$ cat src/rtl/twos_comp_seq.sv
// twos_comp_seq: word-level sequencer around the bit-serial two's-complement
// unit "invert". It accepts a WIDTH-bit operand, clears the serial unit for
// one cycle, streams the operand LSB-first through it, reassembles the serial
// result and holds it with zero/overflow flags until the consumer takes it.
//
// Ports
//   t_clk      system clock, rising edge
//   r          synchronous active-high reset (also clears the serial unit)
//   in_data    operand word          in_valid / in_ready   input handshake
//   ser_i      bit to invert.i       ser_r                 clear to invert.r
//   ser_y      bit from invert.y (combinational from ser_i)
//   out_data   -in_data mod 2^WIDTH  out_zero / out_ovf    status flags
//   out_valid / out_ready            output handshake
module twos_comp_seq #(
    parameter int WIDTH = 8
) (
    input  logic             t_clk,
    input  logic             r,
    input  logic [WIDTH-1:0] in_data,
    input  logic             in_valid,
    output logic             in_ready,
    output logic             ser_i,
    output logic             ser_r,
    input  logic             ser_y,
    output logic [WIDTH-1:0] out_data,
    output logic             out_zero,
    output logic             out_ovf,
    output logic             out_valid,
    input  logic             out_ready
);

    localparam int CW = $clog2(WIDTH);
    localparam logic [CW-1:0]    LAST    = CW'(WIDTH - 1);
    localparam logic [WIDTH-1:0] MOSTNEG = {1'b1, {(WIDTH-1){1'b0}}};

    typedef enum logic [1:0] {
        IDLE  = 2'd0,
        CLEAR = 2'd1,
        SHIFT = 2'd2,
        DONE  = 2'd3
    } state_t;

    state_t           state_q;
    logic [CW-1:0]    cnt_q;
    logic [WIDTH-1:0] in_q;
    logic [WIDTH-1:0] out_q;
    logic             zero_q;
    logic             ovf_q;

    always_ff @(posedge t_clk) begin
        if (r) begin
            state_q <= IDLE;
            cnt_q   <= '0;
            in_q    <= '0;
            out_q   <= '0;
            zero_q  <= 1'b0;
            ovf_q   <= 1'b0;
        end else begin
            case (state_q)
                IDLE: begin
                    if (in_valid) begin
                        in_q    <= in_data;
                        cnt_q   <= '0;
                        // Flags come straight from the operand; the serial
                        // result is not needed to decide them.
                        zero_q  <= (in_data == '0);
                        ovf_q   <= (in_data == MOSTNEG);
                        state_q <= CLEAR;
                    end
                end
                CLEAR: state_q <= SHIFT;
                SHIFT: begin
                    // Right shift with the new bit entering at the MSB, so the
                    // first (LSB) result bit ends up at out_q[0].
                    out_q <= {ser_y, out_q[WIDTH-1:1]};
                    if (cnt_q == LAST) begin
                        cnt_q   <= '0;
                        state_q <= DONE;
                    end else begin
                        cnt_q <= cnt_q + 1'b1;
                    end
                end
                DONE: begin
                    if (out_ready) state_q <= IDLE;
                end
                default: state_q <= IDLE;
            endcase
        end
    end

    // The serial unit is cleared by a system reset as well as by CLEAR, so an
    // aborted word cannot leave its "seen a 1" flag set.
    assign ser_r     = r | (state_q == CLEAR);
    assign ser_i     = (state_q == SHIFT) & in_q[cnt_q];
    assign in_ready  = (state_q == IDLE);
    assign out_valid = (state_q == DONE);
    assign out_data  = out_q;
    assign out_zero  = zero_q;
    assign out_ovf   = ovf_q;

endmodule

$ cat config.mk
export PLATFORM = sky130hd
export DESIGN_NAME = twos_comp_seq
export DESIGN_NICKNAME = d
export VERILOG_FILES = /design/src/rtl/twos_comp_seq.sv
export SDC_FILE = /design/constraint.sdc
export NUM_CORES = 1
export LEC_CHECK = 0
export ABC_AREA = 1
export CAP_MARGIN = 20
export CORE_ASPECT_RATIO = 2
export CORE_MARGIN = 3
export CORE_UTILIZATION = 40
export DETAILED_ROUTE_END_ITERATION = 7
export PLACE_DENSITY = 0.64
export REMOVE_ABC_BUFFERS = 1
export SETUP_SLACK_MARGIN = 0.15
export SLEW_MARGIN = 20
export SYNTH_ARGS = -nofsm -noshare
export SYNTH_HDL_FRONTEND = slang
export SYNTH_SLANG_ARGS = --single-unit
$ cat constraint.sdc
create_clock -name t_clk -period 1.5 [get_ports t_clk]
set_input_delay 0.3 -clock t_clk [delete_from_list [all_inputs] [get_ports t_clk]]
set_output_delay 0.3 -clock t_clk [all_outputs]
set_load 0.03 [all_outputs]
Yosys cells after proc, flatten, opt, wreduce, memory -nomap -nowiden
Index checks and enable logic that the tools add are counted.
- register bits after elaboration: 23
- output and inout port bits: 14
- input bits: 13
- reduce and logical (&&, ||, !) cells: 6
- bitwise gates (word level): 2
- eq/ne operators: 8
- mux-type cells: 9
- add/subtract/negate cells: 1
- $lt $le $gt $ge: 1
- operator list (cell ; count):
    $eq 8x8->1 const B ; 1
    $logic_not 8->1 ; 1
    $pmux 2 s4 ; 1
    $mux 2 ; 3
    $mux 3 ; 2
    $pmux 3 s2 ; 1
    $eq 2x2->1 const B ; 2
    $lt 3x4->1 const B ; 1
    $ne 2x2->1 const B ; 2
    $reduce_and 2->1 ; 2
    $add 3x1->3 const B ; 1
    $bmux 1 s3 ; 1
    $eq 3x3->1 const B ; 1
    $reduce_and 3->1 ; 1
    $eq 2x1->1 const B ; 1
    $logic_not 2->1 ; 1
    $ne 2x1->1 const B ; 1
    $reduce_bool 2->1 ; 1
    $and 1x1->1 ; 1
    $mux 1 ; 1
    $or 1x1->1 ; 1

Logic depth before layout (Yosys ltp)
- depth after elaboration: 3
- gate-level depth with buffers: 8
- mapped depth without buffers: 8

Worst setup path before layout
No wires, ideal clock.
- path type: register -> output
- start: register state_q[0]
- end: output ser_i
- path buffers: 1
- arrival: 1.303 ns
- cell stages (with the launch flop): 6
- path slack: -0.103 ns
- cell sequence: dfxtp_1 inv_1 ha_1 buf_2 nand2_1 nor2_1
- word-level cells in the longest chain between the ends: 2
- ends and longest elaborated chain (what ; RTL line ; text):
    start: declaration ; 43 ; state_t state_q;
    start signal: assignment ; 52 ; state_q <= IDLE;
    start signal: assignment ; 68 ; state_q <= CLEAR;
    start signal: assignment ; 71 ; CLEAR: state_q <= SHIFT;
    $eq 2x2->1 ; 94 ; assign ser_i = (state_q == SHIFT) & in_q[cnt_q];
    $and 1x1->1 ; 94 ;
    end: declaration ; 22 ; output logic ser_i,
Every way passes these cells.

Worst setup path in the final report
- start: register cnt_q[0]
- end: output ser_i
- word-level cells in the longest chain between the ends: 3
- ends and longest elaborated chain (what ; RTL line ; text):
    start: declaration ; 44 ; logic [CW-1:0] cnt_q;
    start signal: assignment ; 80 ; cnt_q <= cnt_q + 1'b1;
    $bmux 1 s3 ; 94 ;
    $mux 1 (implied by the code) ; 94 ;
    $and 1x1->1 ; 94 ;
Every way passes these cells. The select of a mux whose other input is x is not followed.

==> reports/results.ini <==
[run_status]
status=finished with violations
failed_checks=setup timing

[synth]
ys.flop_type=dfxtp_1
yosysTopAreaCellShare_pct=43.09
synth_area_um2=1069
ys_seq_elements=23
yosysMostFrequentCell=nor2_1
synth_common_cells=nor2_1 (24), dfxtp_1 (23), nand2_1 (21), inv_1 (18), o21ai_0 (16)
netlist_instances=143
syn_area_per_cell_um2=7.472
ys_types=17
synth_warnings=0
async_flop_share_pct=0
synth-seq-area-share_pct=43.09
synth_edf_count=0
synth.area.top_cells=dfxtp_1 (43%), nor2_1 (8.4%), ha_1 (8.2%)
yosysTopAreaCell=dfxtp_1

[place]
gp_congestion=0.8123
portBuffers=26
pre_cts_ws_ps=-378.2
dp_cells=204
hpwl_um=1932

[drt]
vias=1087
drtPass1Iterations=3
ant_nets=0
post_drt_wl_per_cell_um=12.49
drc=0
routed_via_density=4.986
drt_iter0_drc=13
drt_wl_total_um=2722

[clocking]
htreeDepth=1
clk_pin_slew_worst_paths_ps=80
cts.path.max_buffers=2
cts_tree=yes
cts_inserted_buffers=3
clockRootBuffer=clkbuf_8
cts_sinks=23
clk_latency_ps=270

[global_route]
globalRoute.totalOverflow=0
grt_pass1_vias=1065
antenna_found_initial=0
track_usage_pct=16.84
grt_pass1_wl_um=4422
grt_max_degree=16

[setup_path]
crit_required_ps=1200
startpoint_type=register
path_max_fanout=4
r2r_slack_ps=150
worst_path_max_delay_cell=dfxtp_4
arrival_ps=1280
path_class=register to output pin
crit_chain=buf_6 > nand2_2 > nand3_1 > nand3_2 > nand2_1 > nor2_1 > buf_4
critPathMaxStageDelay_ps=370
critPathCaptureType=output pin

[die]
rows=25
initial_utilization_pct=43.79
die_area_um2=3365
io_pins=27
die_h_um=79.09
core_um2=2440
die_x_um=42.55

[power]
p_clk_share_pct=13.4
p_seq_share_pct=31.3
comb_power_share_pct=55.3
p_leak_nw=0.7505
p_sw_share_pct=40.98
p_per_area_nw_per_um2=1706
power.internal_mw=1.725
switching_power_mw=1.198
ir_drop_mv=0.9260

[hold_path]
min_path_type=register to register

[timing]
min_period_ps=1581
final_hold_viol_count=0
fin_ws_ps=-80.76
skew_ps=3.555
relSlewSlack_pct=79.42
setup_viol=1
fmax_ghz=0.6326
rsz0062_at_grt=yes
maxSlewViolCount=0
tightest_slew_ps=309.9
min_period_over_period_pct=105.4

[finish]
diodes=0
instances_no_fill=218
drive_gt1_share_pct=29.84
syn2layout_area_growth_pct=60.30
nNetsFinal=212

[run]
drv_cap=0

## layout by cell type (no fill, tap or decap)
master	synthesis	final
dfxtp_4	0	2
buf_8	0	1
ha_4	0	4
a211oi_2	1	1
inv_2	0	1
nand3_4	0	1
nand2_8	0	1
nand3_1	11	8
ha_1	7	3
nor2_1	24	22
clkinv_2	0	1
dlygate4sd2_1	0	1
clkbuf_2	0	1
dfxtp_1	23	20
nand3_2	0	2
nand2_1	21	16
clkdlybuf4s15_1	0	8
inv_1	18	14
clkdlybuf4s50_1	0	12
clkbuf_16	0	1
inv_4	0	1
or2_4	0	1
clkbuf_8	0	3
nor2_2	0	2
o21ai_0	16	15
clkinvlp_4	0	1
buf_4	0	14
a21oi_1	12	12
inv_6	0	1
and2_0	1	1
dfxtp_2	0	1
nor3_2	0	1
nand2_2	1	5
o21ai_2	1	1
buf_6	2	9
nor2_4	1	1
o21ai_1	0	1
nor3_1	2	1
## area by class of cell
| class | instances | area (µm²) |
|---|---|---|
| Fill cell | 205 | 726.9 |
| Multi-Input combinational cell | 99 | 624.3 |
| Sequential cell | 23 | 469.2 |
| Timing Repair Buffer | 47 | 460.4 |
| Inverter | 18 | 78.83 |
| Clock buffer | 3 | 41.29 |
| Tap cell | 27 | 33.78 |
| Clock inverter | 1 | 5.005 |
## flip-flops by register name, indices dropped and copies added (netlist names)
register and count:
out_ovf 1, out_zero 1, state_q 2, in_q 8, out_data 8, cnt_q 3
## per-stage QoR
step | hold WS (ps) | power [mW] | instance area [µm²] | util [%] | setup TNS [ps]
6_report | 460.7 | 2.923 | 1713 | 70.21 | -80.76
4_1_cts | 461.2 | 2.626 | 1545 | 63.33 | -121.2
3_5_place_dp | 448.6 | 2.093 | 1410 | 57.79 | -378.2
2_1_floorplan | 369.1 | 1.604 | 1041 | - | -81.92
3_3_place_gp | 444.8 | 2.063 | 1410 | 57.79 | -377.6
5_1_grt | 488.5 | 3.129 | 1713 | 70.21 | -188.6
## worst paths after layout
| check | startpoint | cells after the start | to |
|---|---|---|---|
| min reg2reg | in_q[6] | 2 | in_q[6] |
| min | in_q[6] | 2 | in_q[6] |
| max | cnt_q[0] | 7 | ser_i |
| max reg2reg | state_q[1] | 8 | cnt_q[0] |
## critical path: cells and delay by family (launching register included)
| kind | cells | cell delay, ps |
|---|---|---|
| buf+inv | 2 | 300 |
| flops | 1 | 370 |
| simple gates | 5 | 340 |
## kinds of logic after synthesis
family          synth area share, %
simple gates                  24.71
compound gates                15.11
flops                         43.09
buf+inv                       8.898
fa+ha+maj                     8.196
## power by group through the flow
stage | clock network [mW] | logic [mW] | registers (mW)
finish | 0.390 | 1.62 | 0.915
global route | 0.411 | 1.79 | 0.933
CTS | 0.399 | 1.34 | 0.887
detailed placement | 0 | 1.21 | 0.886
global placement | 0 | 1.18 | 0.880
floorplan | 0 | 0.575 | 1.03
## layer usage
layer	global-route usage, %	vias up	wire, µm	share of wire [%]
li1	-	557	-	-
met1	17.51	508	1034	38
met2	32.42	17	1592	58
met3	1.587	5	51	1.9
met4	7.477	0	43	1.6
met5	0	-	0	0
## what timing repair did
action | 4_1_cts | 5_1_grt
hold buffers | 0 | 0
buffers inserted | 3 | 6
pin swaps | 7 | 11
gates cloned | 0 | 1
endpoints found under the setup margin | 30 | 22
gates resized for setup | 38 | 35
No activity file was read; power rests on OpenSTA's default activity.
